## src/rtl/uart_tx.sv

```systemverilog
// rtl/uart_tx.sv - buffered UART transmitter: circular FIFO feeding a start/data/stop serializer

module uart_tx_fifo #(
    parameter int WIDTH = 8,
    parameter int DEPTH = 16
) (
    input  logic             clk_i,
    input  logic             rst_ni,
    input  logic             push,
    input  logic [WIDTH-1:0] push_data,
    input  logic             pop,
    output logic [WIDTH-1:0] head,
    output logic             full,
    output logic             empty
);

    localparam int AW = (DEPTH > 1) ? $clog2(DEPTH) : 1;
    localparam logic [AW:0] DEPTH_CNT = (AW + 1)'(DEPTH);

    logic [WIDTH-1:0] mem [DEPTH];
    logic [AW-1:0]    wr_ptr;
    logic [AW-1:0]    rd_ptr;
    logic [AW:0]      count;
    logic             do_push;
    logic             do_pop;

    // A write into a full buffer is silently dropped; a pop never underflows.
    assign do_push = push && (count != DEPTH_CNT);
    assign do_pop  = pop && (count != '0);

    assign head  = mem[rd_ptr];
    assign full  = (count == DEPTH_CNT);
    assign empty = (count == '0);

    // Storage array; contents are don't-care until written, so no reset.
    always_ff @(posedge clk_i) begin
        if (do_push) begin
            mem[wr_ptr] <= push_data;
        end
    end

    // Pointers wrap naturally because the depth is a power of two.
    always_ff @(posedge clk_i or negedge rst_ni) begin
        if (!rst_ni) begin
            wr_ptr <= '0;
            rd_ptr <= '0;
            count  <= '0;
        end else begin
            if (do_push) begin
                wr_ptr <= wr_ptr + AW'(1);
            end
            if (do_pop) begin
                rd_ptr <= rd_ptr + AW'(1);
            end
            case ({do_push, do_pop})
                2'b10:   count <= count + (AW + 1)'(1);
                2'b01:   count <= count - (AW + 1)'(1);
                default: count <= count;
            endcase
        end
    end

endmodule

module uart_tx #(
    parameter int CLK_FREQ   = 50_000_000,
    parameter int BAUD_RATE  = 115_200,
    parameter int DATA_WIDTH = 8,
    parameter int FIFO_DEPTH = 16
) (
    input  logic                  clk_i,
    input  logic                  rst_ni,
    input  logic                  tx_en_i,
    input  logic                  tx_wen_i,
    input  logic [DATA_WIDTH-1:0] din_i,
    output logic                  tx_bit_o,
    output logic                  full_o,
    output logic                  empty_o,
    output logic                  busy_o
);

    localparam int BAUD_DIV = CLK_FREQ / BAUD_RATE;
    localparam int BCW      = (BAUD_DIV > 1) ? $clog2(BAUD_DIV) : 1;
    localparam int DCW      = (DATA_WIDTH > 1) ? $clog2(DATA_WIDTH) : 1;

    localparam logic [BCW-1:0] BAUD_LAST = BCW'(BAUD_DIV - 1);
    localparam logic [DCW-1:0] BIT_LAST  = DCW'(DATA_WIDTH - 1);

    localparam logic [1:0] S_IDLE  = 2'd0;
    localparam logic [1:0] S_START = 2'd1;
    localparam logic [1:0] S_DATA  = 2'd2;
    localparam logic [1:0] S_STOP  = 2'd3;

    logic [1:0]            state;
    logic [BCW-1:0]        baud_cnt;
    logic [DCW-1:0]        bit_cnt;
    logic [DATA_WIDTH-1:0] shreg;
    logic [DATA_WIDTH-1:0] shreg_next;
    logic                  tx_bit;
    logic                  en_q;
    logic                  baud_wrap;
    logic                  pop;
    logic [DATA_WIDTH-1:0] head;
    logic                  fifo_full;
    logic                  fifo_empty;

    // The enable goes through one register so a frame begins two clocks after
    // the buffer becomes eligible, whether that is by a write or by re-enabling.
    assign pop        = (state == S_IDLE) && en_q && !fifo_empty;
    assign baud_wrap  = (baud_cnt == BAUD_LAST);
    assign shreg_next = shreg >> 1;

    assign tx_bit_o = tx_bit;
    assign full_o   = fifo_full;
    assign empty_o  = fifo_empty;
    assign busy_o   = (state != S_IDLE);

    uart_tx_fifo #(
        .WIDTH (DATA_WIDTH),
        .DEPTH (FIFO_DEPTH)
    ) u_fifo (
        .clk_i     (clk_i),
        .rst_ni    (rst_ni),
        .push      (tx_wen_i),
        .push_data (din_i),
        .pop       (pop),
        .head      (head),
        .full      (fifo_full),
        .empty     (fifo_empty)
    );

    // Registered copy of the enable; dropping it never disturbs a frame in flight.
    always_ff @(posedge clk_i or negedge rst_ni) begin
        if (!rst_ni) begin
            en_q <= 1'b0;
        end else begin
            en_q <= tx_en_i;
        end
    end

    // Frame sequencer: line level, state and counters all move on the same edge.
    always_ff @(posedge clk_i or negedge rst_ni) begin
        if (!rst_ni) begin
            state    <= S_IDLE;
            baud_cnt <= '0;
            bit_cnt  <= '0;
            shreg    <= '0;
            tx_bit   <= 1'b1;
        end else begin
            case (state)
                S_IDLE: begin
                    baud_cnt <= '0;
                    bit_cnt  <= '0;
                    tx_bit   <= 1'b1;
                    if (pop) begin
                        shreg  <= head;
                        state  <= S_START;
                        tx_bit <= 1'b0;
                    end
                end
                S_START: begin
                    if (baud_wrap) begin
                        baud_cnt <= '0;
                        state    <= S_DATA;
                        tx_bit   <= shreg[0];
                    end else begin
                        baud_cnt <= baud_cnt + BCW'(1);
                    end
                end
                S_DATA: begin
                    if (baud_wrap) begin
                        baud_cnt <= '0;
                        if (bit_cnt == BIT_LAST) begin
                            bit_cnt <= '0;
                            state   <= S_STOP;
                            tx_bit  <= 1'b1;
                        end else begin
                            bit_cnt <= bit_cnt + DCW'(1);
                            shreg   <= shreg_next;
                            tx_bit  <= shreg_next[0];
                        end
                    end else begin
                        baud_cnt <= baud_cnt + BCW'(1);
                    end
                end
                default: begin
                    if (baud_wrap) begin
                        baud_cnt <= '0;
                        state    <= S_IDLE;
                    end else begin
                        baud_cnt <= baud_cnt + BCW'(1);
                    end
                    tx_bit <= 1'b1;
                end
            endcase
        end
    end

endmodule

```

## config.mk

```make
export PLATFORM = sky130hd
export DESIGN_NAME = uart_tx
export DESIGN_NICKNAME = d
export VERILOG_FILES = /design/src/rtl/uart_tx.sv
export SDC_FILE = /design/constraint.sdc
export NUM_CORES = 1
export LEC_CHECK = 0
export CAP_MARGIN = 20
export CORE_MARGIN = 10
export CORE_UTILIZATION = 60
export DETAILED_ROUTE_END_ITERATION = 8
export PLACE_DENSITY = 0.77
export SYNTH_ARGS = -nofsm -noshare
export SYNTH_HDL_FRONTEND = slang
export SYNTH_HIERARCHICAL = 1
export SYNTH_SLANG_ARGS = --single-unit
```

## constraint.sdc

```tcl
create_clock -name clk_i -period 3 [get_ports clk_i]
set_input_delay 0.45 -clock clk_i [delete_from_list [all_inputs] [get_ports clk_i]]
set_output_delay 0.45 -clock clk_i [all_outputs]
set_load 0.01 [all_outputs]
```

**Word-level counts from Yosys, hierarchy flattened**

Memories as Yosys holds them, arrays and structs flattened.
Index checks and enable logic that the tools add are counted.

- Bits in latches: 0
- Memories kept: 1
- Output and inout bits: 4
- Memory bits (read-only): 0
- Memory bits (writable): 128
- Word-level logic and storage cells: 68
- Bits of input ports: 12
- Bits in registers: 37

- Div/mod/pow operators: 0
- Shifts and indexed selects: 0
- Multipliers: 0
- $add $sub $neg: 6
- Equal/unequal tests: 13
- Bitwise operators: 0
- Mux-type cells: 23
- Reduce and logical (&&, ||, !) cells: 16
- Order comparisons: 0

Memory list:

| memory | depth | bits a word | rd ports | clocked after memory_dff | wr ports | line | text |
|---|---|---|---|---|---|---|---|
| u_fifo.mem | 16 | 8 | 1 | 0 | 1 | 20 | `logic [WIDTH-1:0] mem [DEPTH];` |

Operators by type and width:

| kind | number |
|---|---|
| 2-to-1 mux 8 bit | 3 |
| 2-to-1 mux 9 bit | 2 |
| case mux 8 bit (2 select lines) | 1 |
| 2-to-1 mux 2 bit | 5 |
| case mux 5 bit (2 select lines) | 1 |
| adder 9 x 1 -> 9 bit (second input constant) | 1 |
| equality test 9 bit (second input constant) | 1 |
| adder 4 x 1 -> 4 bit (second input constant) | 2 |
| inequality test 2 bit (second input constant) | 4 |
| nonzero test 2 bit | 4 |
| 2-to-1 mux 1 bit | 6 |
| 2-to-1 mux 3 bit | 2 |
| case mux 2 bit (3 select lines) | 1 |
| case mux 3 bit (2 select lines) | 1 |
| adder 5 x 1 -> 5 bit (second input constant) | 1 |
| equality test 5 bit (second input constant) | 1 |
| logical NOT 5 bit | 1 |
| inequality test 5 bit (second input constant) | 1 |
| AND reduction 5 bit | 1 |
| nonzero test 5 bit | 1 |
| subtractor 5 x 1 -> 5 bit (second input constant) | 1 |
| equality test 2 x 1 -> 1 bit (second input constant) | 2 |
| equality test 2 bit (second input constant) | 2 |
| logical AND 1 bit | 4 |
| 8 further kinds | 9 |

**Longest topological paths before layout**

Gate-level depths: netlist of the first run.

- Word-level depth: 6
- Depth in mapped cells: 14
- Gate-level depth less buffers: 13

**Modules after synthesis**

The synthesis of the first run kept the hierarchy.

Modules (own cells, without submodules):

| module | seq. area each (µm²) | area each (µm²) | times used | cells an instance |
|---|---|---|---|---|
| uart_tx_fifo | 4169.0 | 5779.3 | 1 | 332 |
| uart_tx | 601.8 | 1328.8 | 1 | 113 |

**Worst setup path after synthesis of the first run**

Ideal clock, no wire load.

- Path kind: reg-to-reg
- From: register u_fifo.count[1]
- To: register u_fifo.count[4]
- Buffers on the path: 1
- Slack: 0.149 ns
- Period minus slack after synthesis: 2.851 ns
- Data required time: 2.877 ns
- Stages on the path, launching flop included: 14
- Setup time: 0.123 ns
- Arrival: 2.729 ns
- Cells stage by stage: dfrtp_1 -> nor4_2 -> and2b_1 -> nand2b_1 -> nor2_1 -> nor2b_1 -> buf_2 -> ha_1 -> ha_1 -> nor2b_1 -> o21ai_0 -> a21oi_1 -> or3b_1 -> xnor2_1

- Cells in the longest elaborated chain, start to end: 6
- Elaborated cells between the ends (all ways): 13
- Classes of those cells: 2 x add/sub; 3 x eq/ne; 1 x mux; 7 x reduce/logical

RTL lines:

| what | line | text |
|---|---|---|
| from (decl) | 23 | `logic [AW:0] count;` |
| from (signal assigned) | 56 | `2'b10: count <= count + (AW + 1)'(1);` |
| from (signal assigned) | 57 | `2'b01: count <= count - (AW + 1)'(1);` |
| from (signal assigned) | 58 | `default: count <= count;` |
| logical NOT 5 bit * | 33 | `assign empty = (count == '0);` |
| named net empty_o | 78 | `output logic empty_o,` |
| logical NOT 1 bit * | 109 | `assign pop = (state == S_IDLE) && en_q && !fifo_empty;` |
| logical AND 1 bit * | 109 |  |
| named net pop | 102 | `logic pop;` |
| logical AND 1 bit * | 29 | `assign do_pop = pop && (count != '0);` |
| named net u_fifo.do_pop | 25 | `logic do_pop;` |
| equality test 2 x 1 -> 1 bit or equality test 2 bit (tied branches) | 55 | `case ({do_push, do_pop})` |
| case mux 5 bit (2 select lines) or nonzero test 2 bit (tied branches) | - |  |

The timed path passes the listed nets; every way through them passes the cells marked *.
A chain may end at the register's enable or synchronous reset.

**Worst setup path in the final report of the first run**

- From: register u_fifo.count[1]
- To: register u_fifo.count[4]

- Cells in the longest elaborated chain, start to end: 6
- Elaborated cells between the ends (all ways): 13
- Classes of those cells: 2 x add/sub; 3 x eq/ne; 1 x mux; 7 x reduce/logical

RTL lines:

| what | line |
|---|---|
| logical NOT 5 bit * | 33 |
| logical NOT 1 bit * | 109 |
| logical AND 1 bit * | 109 |
| named net pop | 102 |
| logical AND 1 bit * | 29 |
| equality test 2 x 1 -> 1 bit or equality test 2 bit (tied branches) | 55 |
| case mux 5 bit (2 select lines) or nonzero test 2 bit (tied branches) | - |

Marked as above.

==> results.json, run 1 <==
{
  "status": "finished, final reports clean",
  "start_kind": "flop",
  "routedWlPerCell_um": 21.6,
  "cts.clk_slew.worst_paths_ns": 0.07,
  "h-tree-depth": 4,
  "synth_area_leaders": "edfxtp_1 54%, dfrtp_1 13%, mux4_2 5.1%",
  "crit_arrival_ns": 3.09,
  "clock_latency_ns": 0.43,
  "synth_cell_type_count": 42,
  "wl_mm": 13.8,
  "worst_clock_skew_ns": 0.0102,
  "rsz0062_at_grt": "false",
  "grt_pass1_wl_mm": 21.9,
  "final_antenna_net_count": 0,
  "slew_headroom": 0.439,
  "cpPeakStageDelay_ns": 0.43,
  "layout_min_cycle_time_ns": 2.77,
  "ioPinCount": 16,
  "finalNetCount": 515,
  "place_inst": 609,
  "cts_buffers": 17,
  "synth_mux_area_frac": 0.139,
  "async_flop_share": 0.224,
  "mappedNetlistArea_um2": 7110,
  "fp.dieArea_um2": 16600,
  "grt.total_usage": 0.178,
  "drive_gt1_frac": 0.229,
  "synth_most_common_cell": "edfxtp_1",
  "synthSimpleGateAreaFrac": 0.0600,
  "seq_area_frac_synth": 0.671,
  "path_class": "reg -> reg",
  "p_leak_uw": 0.00300,
  "tns_ns": 0,
  "hold_slack_ns": 0.121,
  "setup_viol": 0,
  "synth-seq-cells": 165,
  "synth-xor-area-share": 0.0185,
  "die_h_um": 129,
  "power.internal_uw": 5250,
  "cts_buffer_depth": 2,
  "pwr-share-seq": 0.405,
  "synth_top_area_frac": 0.541,
  "gp_congestion": 0.819,
  "fillers": 737,
  "power.switching_uw": 2550,
  "area_delta_synth_final_pct": 13.7,
  "globalRoute.totalOverflow": 0,
  "synth-compound-area-share": 0.0505,
  "synth_fa_ha_area_frac": 0.0327,
  "dp_slack_ns": 0.0919,
  "clock-root-buffer": "clkbuf_16",
  "clock.fmax_mhz": 361,
  "place.detailed.hpwl_mm": 9.13,
  "p_per_area_nw_per_um2": 964,
  "hold_buffers": 0,
  "cap_viol_max_count": 0,
  "finalHoldViolCount": 0,
  "synth.yosys.warnings": 6,
  "hp-class": "in -> async",
  "synth_commonest_cells": "128 x edfxtp_1, 36 x dfrtp_1, 27 x mux2i_1",
  "antenna_found_initial": 0,
  "synth_edf_count": 128,
  "cts_setup_buffers": 0,
  "synth_ff_type": "edfxtp_1",
  "path_max_fanout": 4,
  "finalCritPeriodShare": 0.922,
  "rows": 39,
  "r2r_end": "u_fifo/count[4]$_DFFE_PN0P_",
  "start_util": 0.617,
  "worst_slack_ns": 0.233,
  "initialDrtViolationCount": 354,
  "crit_buf_inv": 0,
  "r2r_slack_ns": 0.23,
  "cts_tree": "yes",
  "drc": 0,
  "path_cells": "nor4_4 > and2b_2 > nand2b_1 > nor2_1 > nor2b_2 > ha_2 > ha_1 > nor2b_1 > o21ai_1 > a21oi_1 > or3b_1 > xnor2_1",
  "yosysTopAreaCell": "edfxtp_1",
  "die_w_um": 129,
  "synthCells": 445,
  "grt_max_degree": 38,
  "post_cts_resized": 0,
  "critPathSlowestCell": "dfrtp_1",
  "syn_avg_cell_area_um2": 16.0,
  "clkSinkCount": 165,
  "worst_slew_pin_slew_ns": 0.842,
  "timing.rr.start": "u_fifo/count[1]$_DFFE_PN0P_",
  "drt_first_pass_iters": 5,
  "critPathCaptureType": "flop",
  "cp.required_ns": 3.32,
  "p_sw_frac": 0.327,
  "diodes": 0,
  "p_clk_frac": 0.266,
  "pwr-share-comb": 0.329,
  "vias_per_cell": 6.03,
  "synth_top_family_by_area": "multiplexers",
  "core-area_um2": 11500,
  "grt_pass1_vias": 3928,
  "max-vdd-ir-drop_uv": 634,
  "r2r_cells": 12,
  "syn-num-nets": 475,
  "vias": 3868,
  "report.final.slew_viol_count": 0,
  "critical-path-top-delay-family": "simple AND/OR/NAND/NOR gates",
  "io_buffers": 15,
  "layoutNonFillerInstCount": 641
}
state kept, by name, indices dropped and copies added (netlist names):
signal	cells
baud_cnt	9
u_fifo/wr_ptr	4
tx_bit_o	1
u_fifo/mem	128
state	2
u_fifo/count	5
u_fifo/rd_ptr	4
bit_cnt	3
shreg	8
en_q	1
cell families after synthesis:
group | after synthesis
adder cells (fa/ha/maj) | 18
flip-flops | 165
AO/OA/AOI/OAI | 58
XOR/XNOR | 15
buffers and inverters | 34
multiplexers | 72
AND/OR/NAND/NOR | 83
per-layer routing:
layer,up-vias,wire length [µm],global-route usage
li1,1765,-,-
met2,139,6760,0.269
met1,1942,5820,0.228
met3,22,905,0.0571
met4,0,361,0.0870
met5,-,0,0
cell usage in the layout (no fill, tap or decap), types with 16 or more instances in the layout:
master and instances:
buf_4 26, clkbuf_16 17, dfrtp_1 34, edfxtp_1 128, ha_1 16, mux2_2 20, mux2i_1 27, mux4_2 16
nand2_1 24, nor2_1 24, o21ai_0 22
layout make-up:
cell class / instances / area (µm²) / share of cell area
inverter: 13 / 48.8 / 0.00604
sequential: 165 / 4770 / 0.590
timing repair buffer: 42 / 360 / 0.0446
clock buffer: 17 / 425 / 0.0526
clock inverter: 15 / 143 / 0.0176
multi-input combinational: 246 / 2160 / 0.267
tap: 143 / 179 / 0.0221
through the flow:
stage | total power (µW) | utilization | area [µm²]
final | 7800 | 0.702 | 8090
after global routing | 8190 | 0.702 | 8090
after CTS | 7800 | 0.701 | 8070
after detailed placement | 5720 | 0.651 | 7500
after global placement | 5590 | 0.651 | 7500
after floorplan | 5010 | - | 7110
power by group through the flow:
| stage | registers [µW] | logic (µW) | clock network (µW) |
|---|---|---|---|
| 2_1_floorplan | 3030 | 1980 | 0 |
| 3_3_place_gp | 3160 | 2430 | 0 |
| 3_5_place_dp | 3190 | 2530 | 0 |
| 4_1_cts | 3150 | 2550 | 2100 |
| 5_1_grt | 3210 | 2770 | 2210 |
| 6_report | 3160 | 2560 | 2070 |
worst max-delay path by stage:
stage | from | to | cells past startpoint
2_1_floorplan | u_fifo/count[1]$_DFFE_PN0P_ | u_fifo/count[4]$_DFFE_PN0P_ | 13
3_3_place_gp | u_fifo/count[0]$_DFFE_PN0P_ | u_fifo/count[4]$_DFFE_PN0P_ | 12
3_5_place_dp | u_fifo/count[0]$_DFFE_PN0P_ | u_fifo/count[4]$_DFFE_PN0P_ | 12
4_1_cts | u_fifo/count[0]$_DFFE_PN0P_ | u_fifo/count[4]$_DFFE_PN0P_ | 12
5_1_grt | u_fifo/count[1]$_DFFE_PN0P_ | u_fifo/count[4]$_DFFE_PN0P_ | 12
6_report | u_fifo/count[1]$_DFFE_PN0P_ | u_fifo/count[4]$_DFFE_PN0P_ | 12
worst register-to-register path, cell delays in order, from the launching register on:
cell      delay (ns)
dfrtp_1         0.43
nor4_4          0.29
and2b_2         0.20
nand2b_1        0.14
nor2_1          0.05
nor2b_2         0.16
ha_2            0.20
ha_1            0.32
nor2b_1         0.15
o21ai_1         0.15
a21oi_1         0.09
or3b_1          0.37
xnor2_1         0.13
(Power assumes the default switching activity.)
==> run 2: changes to the inputs <==
--- a/config.mk
+++ b/config.mk
@@ -7,9 +7,9 @@
 export LEC_CHECK = 0
 export CAP_MARGIN = 20
 export CORE_MARGIN = 10
-export CORE_UTILIZATION = 60
+export CORE_UTILIZATION = 45
+export CTS_BUF_LIST = sky130_fd_sc_hd__clkbuf_4
 export DETAILED_ROUTE_END_ITERATION = 8
-export PLACE_DENSITY = 0.77
 export SYNTH_ARGS = -nofsm -noshare
 export SYNTH_HDL_FRONTEND = slang
 export SYNTH_HIERARCHICAL = 1
==> results.json, run 2 (synthesized netlist as in run 1, its figures left out) <==
{
  "p_sw_frac": 0.341,
  "slew_headroom": 0.430,
  "reg_top3": "u_fifo/mem: 128 flops, baud_cnt: 9 flops, shreg: 8 flops",
  "antenna_found_initial": 1,
  "clkSinkCount": 165,
  "cp-startpoint": "u_fifo/count[2]$_DFFE_PN0P_",
  "power.internal_uw": 4490,
  "vias": 3762,
  "p_leak_uw": 0.00288,
  "largest_register_ff_count": 128,
  "cts_buffers": 17,
  "area_delta_synth_final_pct": 10.6,
  "die_w_um": 146,
  "pwr-share-comb": 0.371,
  "cts_buffer_depth": 2,
  "path_max_fanout": 4,
  "start_util": 0.464,
  "finalCritPeriodShare": 0.938,
  "path_cells": "nor4_2 > and2b_1 > nand2b_1 > nor2_1 > nor2b_1 > ha_2 > inv_1 > fa_1 > nor2b_1 > o21ai_1 > nand3_1 > or3b_1 > xnor2_1",
  "tns_ns": 0,
  "worst_slew_pin_slew_ns": 0.854,
  "finalNetCount": 517,
  "power.switching_uw": 2320,
  "routedWlPerCell_um": 19.0,
  "cts_tree": "yes",
  "place.detailed.hpwl_mm": 8.96,
  "max-vdd-ir-drop_uv": 394,
  "globalRoute.totalOverflow": 0,
  "drive_gt1_frac": 0.223,
  "grt_pass1_vias": 3796,
  "finalHoldViolCount": 0,
  "critPathCaptureType": "flop",
  "rows": 45,
  "critPathSlowestCell": "dfrtp_1",
  "setup_viol": 0,
  "drt_first_pass_iters": 5,
  "drc": 0,
  "hold_start": "tx_en_i",
  "hp-class": "in -> reg",
  "clock_latency_ns": 0.55,
  "final_common_cell": "edfxtp_1",
  "whs_path_depth": 1,
  "grt_max_degree": 38,
  "path_class": "reg -> reg",
  "initialDrtViolationCount": 254,
  "start_kind": "flop",
  "die_h_um": 146,
  "h-tree-depth": 4,
  "grt_pass1_wl_mm": 21.7,
  "largest-register": "u_fifo/mem",
  "p_per_area_nw_per_um2": 865,
  "power.total_uw": 6800,
  "timing.rr.start": "u_fifo/count[2]$_DFFE_PN0P_",
  "core-area_um2": 15300,
  "clock.fmax_mhz": 355,
  "cpPeakStageDelay_ns": 0.42,
  "io_buffers": 15,
  "vias_per_cell": 5.28,
  "layout_common_cells": "128 x edfxtp_1, 35 x dfrtp_1, 28 x buf_4",
  "layout_min_cycle_time_ns": 2.81,
  "crit_arrival_ns": 3.25,
  "cts.clk_slew.worst_paths_ns": 0.14,
  "fp.dieArea_um2": 21200,
  "status": "finished, final reports clean",
  "wl_mm": 13.5,
  "final_antenna_net_count": 0,
  "cp_common_cell": "nor2b_1",
  "clock-root-buffer": "clkbuf_4",
  "pwr-share-seq": 0.455,
  "ioPinCount": 16,
  "gp_congestion": 0.809,
  "cap_viol_max_count": 0,
  "p_clk_frac": 0.173,
  "grt.total_usage": 0.131,
  "cp.required_ns": 3.44,
  "worst_clock_skew_ns": 0.0184,
  "report.final.slew_viol_count": 0,
  "r2r_cells": 13
}
-- run 2: changes by cell type in the layout (fill, tap and decap cells not counted), moves of 3 or more --
cell | before | now
clkinvlp_4 | 4 | 1
clkbuf_16 | 17 | 0
clkbuf_4 | 0 | 19
inv_6 | 6 | 2
clkinv_4 | 0 | 5
diode_2 | 0 | 3
-- run 2: critical path: cells and delay by family (launching register included) --
family	cells	cell delay (ns)
xor gates and xnor gates	1	0.13
adders and majority gates	2	0.68
buffers and inverters	1	0.10
AOI/OAI and AO/OA	1	0.09
DFF	1	0.42
and+or+nand+nor	8	1.29
-- run 2: final cells by class --
type	instances	area (µm²)
antenna	3	7.51
clock buffer	19	143
clock inverter	11	106
fill	1283	7450
inverter	13	48.8
multi-input combinational	246	2160
sequential	165	4770
tap	211	264
timing repair buffer	44	365
-- run 2: timing repair --
item,4_1_cts,5_1_grt
gates resized for setup,0,3
setup buffers,0,2
hold buffers,1,0
hold endpoints to repair,36,0
setup endpoints to repair,0,1
-- run 2: worst paths after layout --
kind	endpoint	slack (ns)
max in group asynchronous	u_fifo/rd_ptr[0]$_DFFE_PN0P_	1.88
worst max-delay path	u_fifo/count[4]$_DFFE_PN0P_	0.19
worst min register to register	u_fifo/count[4]$_DFFE_PN0P_	0.50
min in group asynchronous	u_fifo/count[2]$_DFFE_PN0P_	0.54
worst min-delay path	en_q$_DFF_PN0_	0.34
worst max register to register	u_fifo/count[4]$_DFFE_PN0P_	0.19
-- run 2: metrics by stage --
step	setup slack [ns]	util	area, µm²	cells	hold slack [ns]
after CTS	0.0875	0.511	7830	707	0.278
after detailed placement	0.126	0.494	7570	676	0.480
after global placement	0.165	0.494	7570	676	0.476
final	0.186	0.513	7860	712	0.341
after floorplan	0.149	-	7110	445	0.154
after global routing	-0.0114	0.513	7860	712	0.288
-- run 2: power groups by stage --
stage / Combinational, µW / Clock (µW) / Sequential [µW]
after floorplan: 1980 / 0 / 3030
after global routing: 2810 / 1330 / 3150
after global placement: 2470 / 0 / 3130
final: 2530 / 1180 / 3100
after detailed placement: 2510 / 0 / 3150
after CTS: 2520 / 1230 / 3100
-- run 2: per-layer routing --
layer  GRT usage  up-vias  share of wire
met5           0        -              0
met4      0.0430        0         0.0066
met3      0.0320        8          0.046
met2       0.212       82           0.50
met1       0.169     1905           0.44
li1            -     1767              -
==> run 3: changes to the inputs <==
--- a/config.mk
+++ b/config.mk
@@ -10,6 +10,7 @@
 export CORE_UTILIZATION = 45
 export CTS_BUF_LIST = sky130_fd_sc_hd__clkbuf_4
 export DETAILED_ROUTE_END_ITERATION = 8
+export DONT_BUFFER_PORTS = 1
 export SYNTH_ARGS = -nofsm -noshare
 export SYNTH_HDL_FRONTEND = slang
 export SYNTH_HIERARCHICAL = 1
==> results.json, run 3 (synthesized netlist as in run 1, its figures left out) <==
{
  "final_antenna_net_count": 0,
  "globalRoute.totalOverflow": 0,
  "area_delta_synth_final_pct": 10.1,
  "start_kind": "flop",
  "place.detailed.hpwl_mm": 8.66,
  "max-vdd-ir-drop_uv": 395,
  "hp-class": "in -> reg",
  "worst_slew_pin_slew_ns": 0.672,
  "status": "finished, final reports clean",
  "io_buffers": 0,
  "vias": 3650,
  "place_inst": 663,
  "layout_common_cells": "128 x edfxtp_1, 35 x dfrtp_1, 27 x mux2i_1, 27 x buf_4",
  "grt_pass1_vias": 3758,
  "slew_headroom": 0.552,
  "die_h_um": 146,
  "gp_congestion": 0.783,
  "initialDrtViolationCount": 249,
  "clock_latency_ns": 0.55,
  "antenna_found_initial": 4,
  "layout_min_cycle_time_ns": 2.83,
  "largest-register": "u_fifo/mem",
  "reg_top3": "u_fifo/mem: 128 flops, baud_cnt: 9 flops, shreg: 8 flops",
  "cts_buffer_depth": 2,
  "clock.fmax_mhz": 353,
  "wl_mm": 13.3,
  "vias_per_cell": 5.15,
  "worst_clock_skew_ns": 0.0228,
  "drc": 0,
  "finalNetCount": 512,
  "ioPinCount": 16,
  "cap_viol_max_count": 0,
  "core-area_um2": 15300,
  "setup_viol": 0,
  "drive_gt1_frac": 0.224,
  "routedWlPerCell_um": 18.8,
  "rsz0062_at_grt": "false",
  "power.total_uw": 6730,
  "crit_arrival_ns": 3.28,
  "cts.clk_slew.worst_paths_ns": 0.14,
  "final_common_cell": "edfxtp_1",
  "rows": 45,
  "critPathCaptureType": "flop",
  "p_per_area_nw_per_um2": 859,
  "cts_tree": "yes",
  "hold_slack_ns": 0.279,
  "path_class": "reg -> reg",
  "cp.required_ns": 3.46,
  "grt_max_degree": 38,
  "fp.dieArea_um2": 21200,
  "die_w_um": 146,
  "layoutNonFillerInstCount": 709,
  "drt_first_pass_iters": 4,
  "cts_buffers": 17,
  "largest_register_ff_count": 128,
  "finalCritPeriodShare": 0.943,
  "h-tree-depth": 4,
  "start_util": 0.464,
  "cts_setup_buffers": 0,
  "report.final.slew_viol_count": 0,
  "path_max_fanout": 5,
  "clock-root-buffer": "clkbuf_4",
  "finalHoldViolCount": 0,
  "grt_pass1_wl_mm": 21.1,
  "p_leak_uw": 0.00287,
  "grt.total_usage": 0.129,
  "clkSinkCount": 165
}
==> run 3: cell count changes in the layout (fill, tap and decap cells not counted), sizes merged <==
cell,delta
clkbuf,-2
dlygate4sd3,+9
inv,+5
bufinv,-1
clkdlybuf4s50,-14
==> run 3: final timing paths <==
path	slack, ns	startpoint	depth (start not counted)	endpoint
min in group asynchronous	0.37	rst_ni	2	en_q$_DFF_PN0_
max	0.17	u_fifo/count[0]$_DFFE_PN0P_	13	u_fifo/count[4]$_DFFE_PN0P_
min	0.28	tx_wen_i	3	u_fifo/wr_ptr[0]$_DFFE_PN0P_
min reg2reg	0.50	u_fifo/count[4]$_DFFE_PN0P_	1	u_fifo/count[4]$_DFFE_PN0P_
max reg2reg	0.17	u_fifo/count[0]$_DFFE_PN0P_	13	u_fifo/count[4]$_DFFE_PN0P_
max in group asynchronous	2.37	rst_ni	2	tx_bit_o$_DFFE_PN1P_
==> run 3: repair_timing <==
| action | 4_1_cts | 5_1_grt |
|---|---|---|
| resized for setup | 1 | 2 |
| gates cloned | 0 | 0 |
| endpoints found under the setup margin | 1 | 1 |
| endpoints found under the hold margin | 166 | 0 |
| hold buffers | 11 | 0 |
==> run 3: area by class of cell <==
type | count | area, µm²
Tap cell | 211 | 264
Multi-Input combinational cell | 246 | 2150
Clock inverter | 15 | 116
Inverter | 13 | 48.8
Antenna cell | 3 | 7.51
Sequential cell | 165 | 4770
Clock buffer | 17 | 128
Fill cell | 1303 | 7490
Timing Repair Buffer | 39 | 343
==> run 3: through the flow <==
stage | setup slack, ns | setup TNS (ns) | area, µm² | util
global route | 0.0276 | 0 | 7830 | 0.511
finish | 0.171 | 0 | 7830 | 0.511
floorplan | 0.149 | 0 | 7110 | -
global placement | 0.0510 | 0 | 7450 | 0.486
CTS | 0.0574 | 0 | 7820 | 0.510
detailed placement | -0.0650 | -0.0650 | 7450 | 0.486
==> run 3: per-layer routing <==
| layer | vias up | track usage | part of all wire |
|---|---|---|---|
| met3 | 7 | 0.0410 | 0.038 |
| met4 | 2 | 0.0399 | 0.0057 |
| li1 | 1765 | - | - |
| met1 | 1833 | 0.163 | 0.46 |
| met2 | 43 | 0.206 | 0.50 |
| met5 | - | 0 | 0.00053 |
==> run 3: power by group <==
part	internal [µW]	switching (µW)	total, µW
combinational	1200	1270	2470
clock	345	800	1150
sequential	2840	274	3110
==> run 3: worst max-delay path, stage by stage, from the launching register on <==
cell	delay, ns
dfrtp_1	0.44
nor4_2	0.08
and2b_1	0.17
nand2b_1	0.16
nor2_1	0.09
nor2b_4	0.22
ha_1	0.26
inv_1	0.10
fa_1	0.42
nor2b_1	0.13
o21ai_1	0.08
nand3_1	0.08
or3b_1	0.36
xnor2_1	0.13
